File: src/rtl/stack_ptr_decoder_pkg.sv
// Shared definitions for the stack pointer / row decoder slice.
package stack_ptr_decoder_pkg;

    // Operation chosen for the current cycle once push/pop have been qualified
    typedef enum logic [1:0] {
        OP_IDLE = 2'd0,
        OP_PUSH = 2'd1,
        OP_POP  = 2'd2,
        OP_REPL = 2'd3
    } stack_op_e;

    // Largest row-address width the stack is intended for
    localparam int ADDR_W_MAX = 6;

    // Number of stack entries addressed by an addr_w-bit row index
    function automatic int depth_f(input int addr_w);
        return 1 << addr_w;
    endfunction

endpackage

File: src/rtl/stack_ptr_decoder_dec_n_to_onehot.sv
// Enable-gated N-to-2^N one-hot decoder, combinational.
module dec_n_to_onehot #(
    parameter int N = 2
) (
    input  logic [N-1:0]        data_i,
    input  logic                e_i,
    output logic [(1<<N)-1:0]   data_o
);

    // One output line per row; a line is high only when enabled and addressed
    genvar gi;
    generate
        for (gi = 0; gi < (1 << N); gi++) begin : g_row
            assign data_o[gi] = e_i & (data_i == N'(gi));
        end
    endgenerate

endmodule

File: src/rtl/stack_ptr_decoder.sv
// Push-down stack pointer driving a one-hot RAM row select.
// Accepted push/pop/replace operations produce a one-cycle registered strobe
// one cycle later; rejected operations set sticky overflow/underflow flags.
module stack_ptr_decoder
    import stack_ptr_decoder_pkg::*;
#(
    parameter int ADDR_W = 2
) (
    input  logic                      clk_i,
    input  logic                      rst_ni,
    input  logic                      e_i,
    input  logic                      push_i,
    input  logic                      pop_i,
    input  logic                      clr_i,
    output logic [(1<<ADDR_W)-1:0]    sel_o,
    output logic                      we_o,
    output logic                      valid_o,
    output logic [ADDR_W-1:0]         top_o,
    output logic [ADDR_W:0]           count_o,
    output logic                      empty_o,
    output logic                      full_o,
    output logic                      ovf_o,
    output logic                      udf_o
);

    localparam int DEPTH = depth_f(ADDR_W);
    // Count and row arithmetic carry one extra bit so DEPTH is representable
    localparam int CW    = ADDR_W + 1;

    logic [CW-1:0]     count_q, count_d;
    logic [ADDR_W-1:0] row_q;
    logic              we_q;
    logic              valid_q;
    logic              ovf_q;
    logic              udf_q;

    stack_op_e         op;
    logic              ovf_set;
    logic              udf_set;
    logic [CW-1:0]     row_wide;
    logic              row_ok;
    logic              accept;
    logic              empty;
    logic              full;

    assign empty = (count_q == '0);
    assign full  = (count_q == CW'(DEPTH));

    // Qualify the request against the current occupancy
    always_comb begin
        op      = OP_IDLE;
        ovf_set = 1'b0;
        udf_set = 1'b0;
        if (e_i) begin
            case ({push_i, pop_i})
                2'b10: begin
                    if (full) ovf_set = 1'b1;
                    else      op      = OP_PUSH;
                end
                2'b01: begin
                    if (empty) udf_set = 1'b1;
                    else       op      = OP_POP;
                end
                // Push+pop on an empty stack degenerates to a plain push
                2'b11:   op = empty ? OP_PUSH : OP_REPL;
                default: op = OP_IDLE;
            endcase
        end
    end

    // Row index in full width, range-checked before it is truncated
    always_comb begin
        row_wide = (op == OP_PUSH) ? count_q : (count_q - CW'(1));
        row_ok   = (row_wide < CW'(DEPTH));
        accept   = (op != OP_IDLE) && row_ok;
        count_d  = count_q;
        if (accept) begin
            case (op)
                OP_PUSH: count_d = count_q + CW'(1);
                OP_POP:  count_d = count_q - CW'(1);
                default: count_d = count_q;
            endcase
        end
    end

    // Occupancy, strobe and sticky flag registers
    always_ff @(posedge clk_i or negedge rst_ni) begin
        if (!rst_ni) begin
            count_q <= '0;
            row_q   <= '0;
            we_q    <= 1'b0;
            valid_q <= 1'b0;
            ovf_q   <= 1'b0;
            udf_q   <= 1'b0;
        end else begin
            count_q <= count_d;
            valid_q <= accept;
            we_q    <= accept && (op != OP_POP);
            row_q   <= accept ? row_wide[ADDR_W-1:0] : '0;
            // A rejection in the same cycle as a clear keeps the flag set
            ovf_q   <= ovf_set | (ovf_q & ~clr_i);
            udf_q   <= udf_set | (udf_q & ~clr_i);
        end
    end

    // Row select is only driven while the registered strobe is valid
    dec_n_to_onehot #(
        .N (ADDR_W)
    ) u_dec (
        .data_i (row_q),
        .e_i    (valid_q),
        .data_o (sel_o)
    );

    assign we_o    = we_q;
    assign valid_o = valid_q;
    assign count_o = count_q;
    assign empty_o = empty;
    assign full_o  = full;
    // Top entry is count-1; when full that is the all-ones row
    assign top_o   = full  ? '1 :
                     empty ? '0 : (count_q[ADDR_W-1:0] - ADDR_W'(1));
    assign ovf_o   = ovf_q;
    assign udf_o   = udf_q;

endmodule

File: config.mk
export PLATFORM = sky130hd
export DESIGN_NAME = stack_ptr_decoder
export DESIGN_NICKNAME = d
export VERILOG_FILES = /design/src/rtl/stack_ptr_decoder_pkg.sv /design/src/rtl/stack_ptr_decoder_dec_n_to_onehot.sv /design/src/rtl/stack_ptr_decoder.sv
export SDC_FILE = /design/constraint.sdc
export NUM_CORES = 1
export LEC_CHECK = 0
export ABC_CLOCK_PERIOD_IN_PS = 3130
export CAP_MARGIN = 20
export CORE_AREA = 4 4 41 43
export DETAILED_ROUTE_END_ITERATION = 10
export DIE_AREA = 0 0 45 47
export GPL_TIMING_DRIVEN = 0
export HOLD_SLACK_MARGIN = 0.02
export PLACE_DENSITY = 0.75
export SLEW_MARGIN = 30
export SYNTH_ARGS = -nofsm -noshare
export SYNTH_HDL_FRONTEND = slang
export SYNTH_SLANG_ARGS = --single-unit
File: constraint.sdc
create_clock -name clk_i -period 3.13 [get_ports clk_i]
set_input_delay 0.4695 -clock clk_i [delete_from_list [all_inputs] [get_ports clk_i]]
set_output_delay 0.4695 -clock clk_i [all_outputs]
set_load 0.1 [all_outputs]
==> flow_summary.json, run 1 <==
{
  "status": "completed",
  "yosysTopAreaCellShare": 0.3939,
  "yosys_register_bits": 9,
  "maxCapViolCount": 0,
  "post_cts_buffers": 0,
  "die_width_um": 45,
  "yosysWarnings": 0,
  "route.vias.total": 479,
  "worst_clock_skew_ns": 0.002414,
  "grt_pass1_vias": 461,
  "hpwl_um": 985.4,
  "ctsResizeCount": 0,
  "synth_enable_flop_cells": 0,
  "critPathCaptureType": "primary output",
  "max_freq_mhz": 343.4,
  "clk_latency_ns": 0.26,
  "cts-root-buf": "clkbuf_4",
  "antenna_found_initial": 0,
  "met3_usage": 0.04598,
  "cts_hold_buf": 0,
  "grt_max_degree": 10,
  "initial_utilization": 0.4394,
  "grt-ovfl-total": 0,
  "drt-total-wl_um": 1174,
  "port_buffers": 20,
  "ys_seq_area_frac": 0.3939,
  "crit_slowest_cell": "clkdlybuf4s50_1",
  "die_area_mm2": 0.002115,
  "critPathMaxFanout": 6,
  "area_growth_pct": 43.76,
  "ys_types": 24,
  "grt_usage": 0.1295,
  "clockBufferDepth": 2,
  "cp_cell_sequence": "inv_1, ha_1, nand2_1, o21ai_1, clkdlybuf4s50_1",
  "postSynthAreaPerCell_um2": 9.530,
  "synth_compound_area_frac": 0.07440,
  "synthXorXnorAreaFrac": 0.06127,
  "ys.flop_type": "dfrtp_1",
  "first_pass_iters": 4,
  "synth.area.top_cells": "dfrtp_1 (39%), ha_1 (13%), inv_1 (6.6%), nor2_1 (4.6%), mux2i_4 (3.9%)",
  "synth_nets": 72,
  "worstSetupPathType": "reg -> out",
  "die_h_um": 47,
  "synthMuxAreaShare": 0.05689,
  "ios": 21,
  "remaining_drc_errors": 0,
  "dp_cells": 95,
  "cts_buffers": 3,
  "slew_headroom": 0.3478,
  "period_minus_slack_ns": 2.912,
  "cts-htree-levels": 1,
  "period_share": 0.9304,
  "final_cells": 99,
  "critPathMaxStageDelay_ns": 1.14,
  "final_util": 0.6317,
  "worst_pin_slew_ns": 0.9753,
  "path_buf_inv": 2,
  "nets": 97,
  "async_flop_share": 1.000,
  "dp_slack_ns": 0.4912,
  "grt_pass1_wl_um": 1925,
  "drive_gt1_frac": 0.1190,
  "n_fill_cell": 109,
  "hold_ws_ns": 0.4949,
  "grt_use_met1": 0.1459,
  "row_count": 13,
  "cts.sinks": 9,
  "drtIter0Drc": 2,
  "slew_violations": 0,
  "coreArea_mm2": 0.001301,
  "critPathLaunchType": "flop",
  "crit_family": "buffers and inverters",
  "yosys.area_share.simple": 0.2101,
  "netlist_area_um2": 571.8,
  "syn_inst": 60,
  "top_usage_layer": "met2",
  "antenna-diode-count": 0,
  "synth_top_family_by_area": "simple AND/OR/NAND/NOR gates",
  "place.gp.congestion": 0.7633,
  "hold_viol": 0,
  "rsz0062_at_grt": "false",
  "crit_arrival_ns": 2.44,
  "ant_nets": 0,
  "wl_per_cell_um": 11.86,
  "hold_class": "in -> async",
  "setup_ws_ns": 0.2179,
  "final-setup-viol-count": 0,
  "cts_tree": "built",
  "clk_pin_slew_worst_paths_ns": 0.06,
  "grt_use_met2": 0.2232,
  "cp.required_ns": 2.66,
  "synth_fa_ha_area_frac": 0.1313,
  "routed_via_density": 4.838,
  "synth_top_cell_by_area": "dfrtp_1"
}
## placed cells by master (no fill, tap or decap), drive strengths merged
cell type	n
nand2b	1
nand3	1
ha	6
and3	1
a21oi	1
o21ai	4
o32ai	2
nor2b	1
clkbuf	4
mux2i	2
nor3	1
and2b	1
clkdlybuf4s50	20
nand2	5
xnor2	2
nor2	7
and3b	1
dfrtp	9
xor2	2
or2	1
inv	11
nor3b	1
## flip-flops by register name, summed over array words and instances (netlist names)
register  cells
valid_o       1
count_o       3
we_o          1
udf_o         1
row_q         2
ovf_o         1
## layer usage
| metal | vias to the layer above | routed length, um |
|---|---|---|
| li1 | 241 | - |
| met1 | 224 | 466 |
| met2 | 12 | 634 |
| met3 | 2 | 64 |
| met4 | 0 | 8 |
| met5 | - | 0 |
## synth_stat cells (2+ instances only)
cell	instances
nand2_1	4
xor2_1	2
ha_1	6
xnor2_1	2
nor2_1	7
o32ai_1	2
dfrtp_1	9
inv_1	10
o21ai_0	3
## layout make-up
| class | instances | area (um2) | area share |
|---|---|---|---|
| multi-input combinational | 40 | 310.3 | 0.3775 |
| inverter | 11 | 41.29 | 0.05023 |
| clock buffer | 4 | 26.28 | 0.03196 |
| timing repair buffer | 20 | 200.2 | 0.2435 |
| sequential | 9 | 225.2 | 0.2740 |
| tap | 15 | 18.77 | 0.02283 |
## cell families (layout without fill, tap and decap cells)
family,count (synthesis),in the layout
and+or+nand+nor,21,21
buffers and inverters,11,35
DFF,9,9
AOI/OAI and AO/OA,7,7
adders and majority gates,6,6
xor gates and xnor gates,4,4
muxes,2,2
## through the flow
stage | instance area (um2) | TNS (ns)
floorplan | 576.8 | -0.2482
global placement | 795.8 | 0
detailed placement | 795.8 | 0
CTS | 822.0 | 0
global route | 822.0 | 0
finish | 822.0 | 0
## final timing paths
check	startpoint	endpoint	slack, ns	cells past startpoint
worst max-delay path	count_o[0]	top_o[0]	0.22	5
worst min-delay path	rst_ni	count_o[1]	0.49	1
worst max register to register	count_o[0]	count_o[2]	0.73	11
worst min register to register	udf_o	udf_o	0.52	2
max in group asynchronous	rst_ni	udf_o	2.36	1
min in group clk_i	udf_o	udf_o	0.52	2
Power of run 1 is left out: the tool's default activity adds up to more than one toggle a clock period on the data nets, which glitch-free logic cannot reach.
==> run 2, diff against run 1 <==
- CORE_AREA: 4 4 41 43 -> unset
- CORE_MARGIN: unset -> 4
- CORE_UTILIZATION: unset -> 35
- DIE_AREA: 0 0 45 47 -> unset
- PLACE_DENSITY: 0.75 -> 0.62
==> run 2 against run 1 <==
Count of clock-buffer cells in the layout unchanged. Non-clock buffer count unchanged. Final cell count up 1.0%. Register-to-register slack better by 0.06 ns. Core utilization decreased by 9.2 points. Wire length decreased by 4.3%. Highest routed layer unchanged. Critical path depth unchanged. First-iteration DRC count decreased by 50%. Die area is 11% higher. Via count decreased by 1.7%. Global-route usage is 2.6 points lower.
==> flow_summary.json, run 2 (synthesis gave the netlist of run 1 again) <==
{
  "status": "completed",
  "final_common_cell": "clkdlybuf4s50_1",
  "grt_usage": 0.1034,
  "worstSetupPathType": "reg -> out",
  "wl_per_cell_um": 11.24,
  "maxCapViolCount": 0,
  "ios": 21,
  "routed_via_density": 4.710,
  "route.vias.total": 471,
  "antenna_found_initial": 0,
  "first_pass_iters": 4,
  "slew_violations": 0,
  "final-setup-viol-count": 0,
  "cts_tree": "built",
  "clk_latency_ns": 0.26,
  "cts-root-buf": "clkbuf_4",
  "crit_arrival_ns": 2.43,
  "max_freq_mhz": 345.1,
  "nets": 97,
  "die_h_um": 48.42,
  "period_minus_slack_ns": 2.898,
  "mostFrequentLayoutCells": "clkdlybuf4s50_1 (20), inv_1 (10), dfrtp_1 (9)",
  "final_util": 0.5402,
  "cts-htree-levels": 1,
  "drive_gt1_frac": 0.1190,
  "worstSetupStartpoint": "count_o[0]",
  "ant_nets": 0,
  "hold_class": "in -> async",
  "rsz0062_at_grt": "false",
  "drt-total-wl_um": 1124,
  "cts_hold_buf": 0,
  "row_count": 14,
  "grt_pass1_vias": 457,
  "hold_viol": 0,
  "slew_headroom": 0.3498,
  "clockBufferDepth": 2,
  "drt-met1-wl_um": 526,
  "die_area_mm2": 0.002345,
  "area_growth_pct": 43.98,
  "critPathCaptureType": "primary output",
  "antenna-diode-count": 0,
  "cp.required_ns": 2.66,
  "drtIter0Drc": 1,
  "critPathMaxFanout": 6,
  "remaining_drc_errors": 0,
  "r2r-start": "count_o[0]",
  "cts.sinks": 9,
  "critPathLaunchType": "flop",
  "clk_pin_slew_worst_paths_ns": 0.07,
  "worst_pin_slew_ns": 0.9723,
  "ctsResizeCount": 0,
  "period_share": 0.9259,
  "largest_register_ffs": 3,
  "initial_utilization": 0.3752,
  "wl_met3_um": 68,
  "grt_pass1_wl_um": 1959,
  "hpwl_um": 931,
  "port_buffers": 20,
  "post_cts_buffers": 0,
  "grt_max_degree": 10,
  "worst_clock_skew_ns": 0.007867,
  "highest_layer": "met4",
  "place.gp.congestion": 0.7485,
  "coreArea_mm2": 0.001524,
  "die_width_um": 48.42,
  "grt-ovfl-total": 0,
  "routed-wl-met2_um": 518,
  "cts_buffers": 3
}
-- run 2: routing by layer --
metal,GRT usage,vias up
met5,0,-
met1,0.1303,213
li1,-,238
met4,0.04147,0
met2,0.1652,18
met3,0.02761,2
-- run 2: per-stage QoR --
stage,hold WS (ns),cell area [um2],setup TNS (ns),std cells,setup slack (ns)
6_report,0.5027,823.3,0,100,0.2319
3_5_place_dp,0.5066,797.0,0,96,0.4953
2_1_floorplan,0.1739,576.8,-0.2482,60,-0.1300
3_3_place_gp,0.5162,797.0,0,96,0.5043
5_1_grt,0.5450,823.3,0,100,0.1106
4_1_cts,0.5166,823.3,0,100,0.2135
-- run 2: area by class of cell --
class / count / area [um2]
Multi-Input combinational cell: 40 / 310.3
Inverter: 11 / 41.29
Fill cell: 148 / 700.7
Clock buffer: 4 / 26.28
Timing Repair Buffer: 20 / 200.2
Tap cell: 16 / 20.02
Sequential cell: 9 / 225.2
-- run 2: path summary, 6_finish.rpt --
path | slack, ns | cells past startpoint | endpoint
worst max-delay path | 0.23 | 5 | top_o[0]
worst min-delay path | 0.50 | 1 | count_o[2]
worst max register to register | 0.79 | 11 | count_o[2]
worst min register to register | 0.52 | 2 | udf_o
max in group asynchronous | 2.33 | 1 | valid_o
min in group clk_i | 0.52 | 2 | udf_o
-- run 2: critical path, stage by stage, from the launching register on --
cell and delay (ns):
dfrtp_1 0.46, inv_1 0.12, ha_1 0.21, nand2_1 0.13, o21ai_1 0.10, clkdlybuf4s50_1 1.15
Power of run 2 is left out for the same reason.
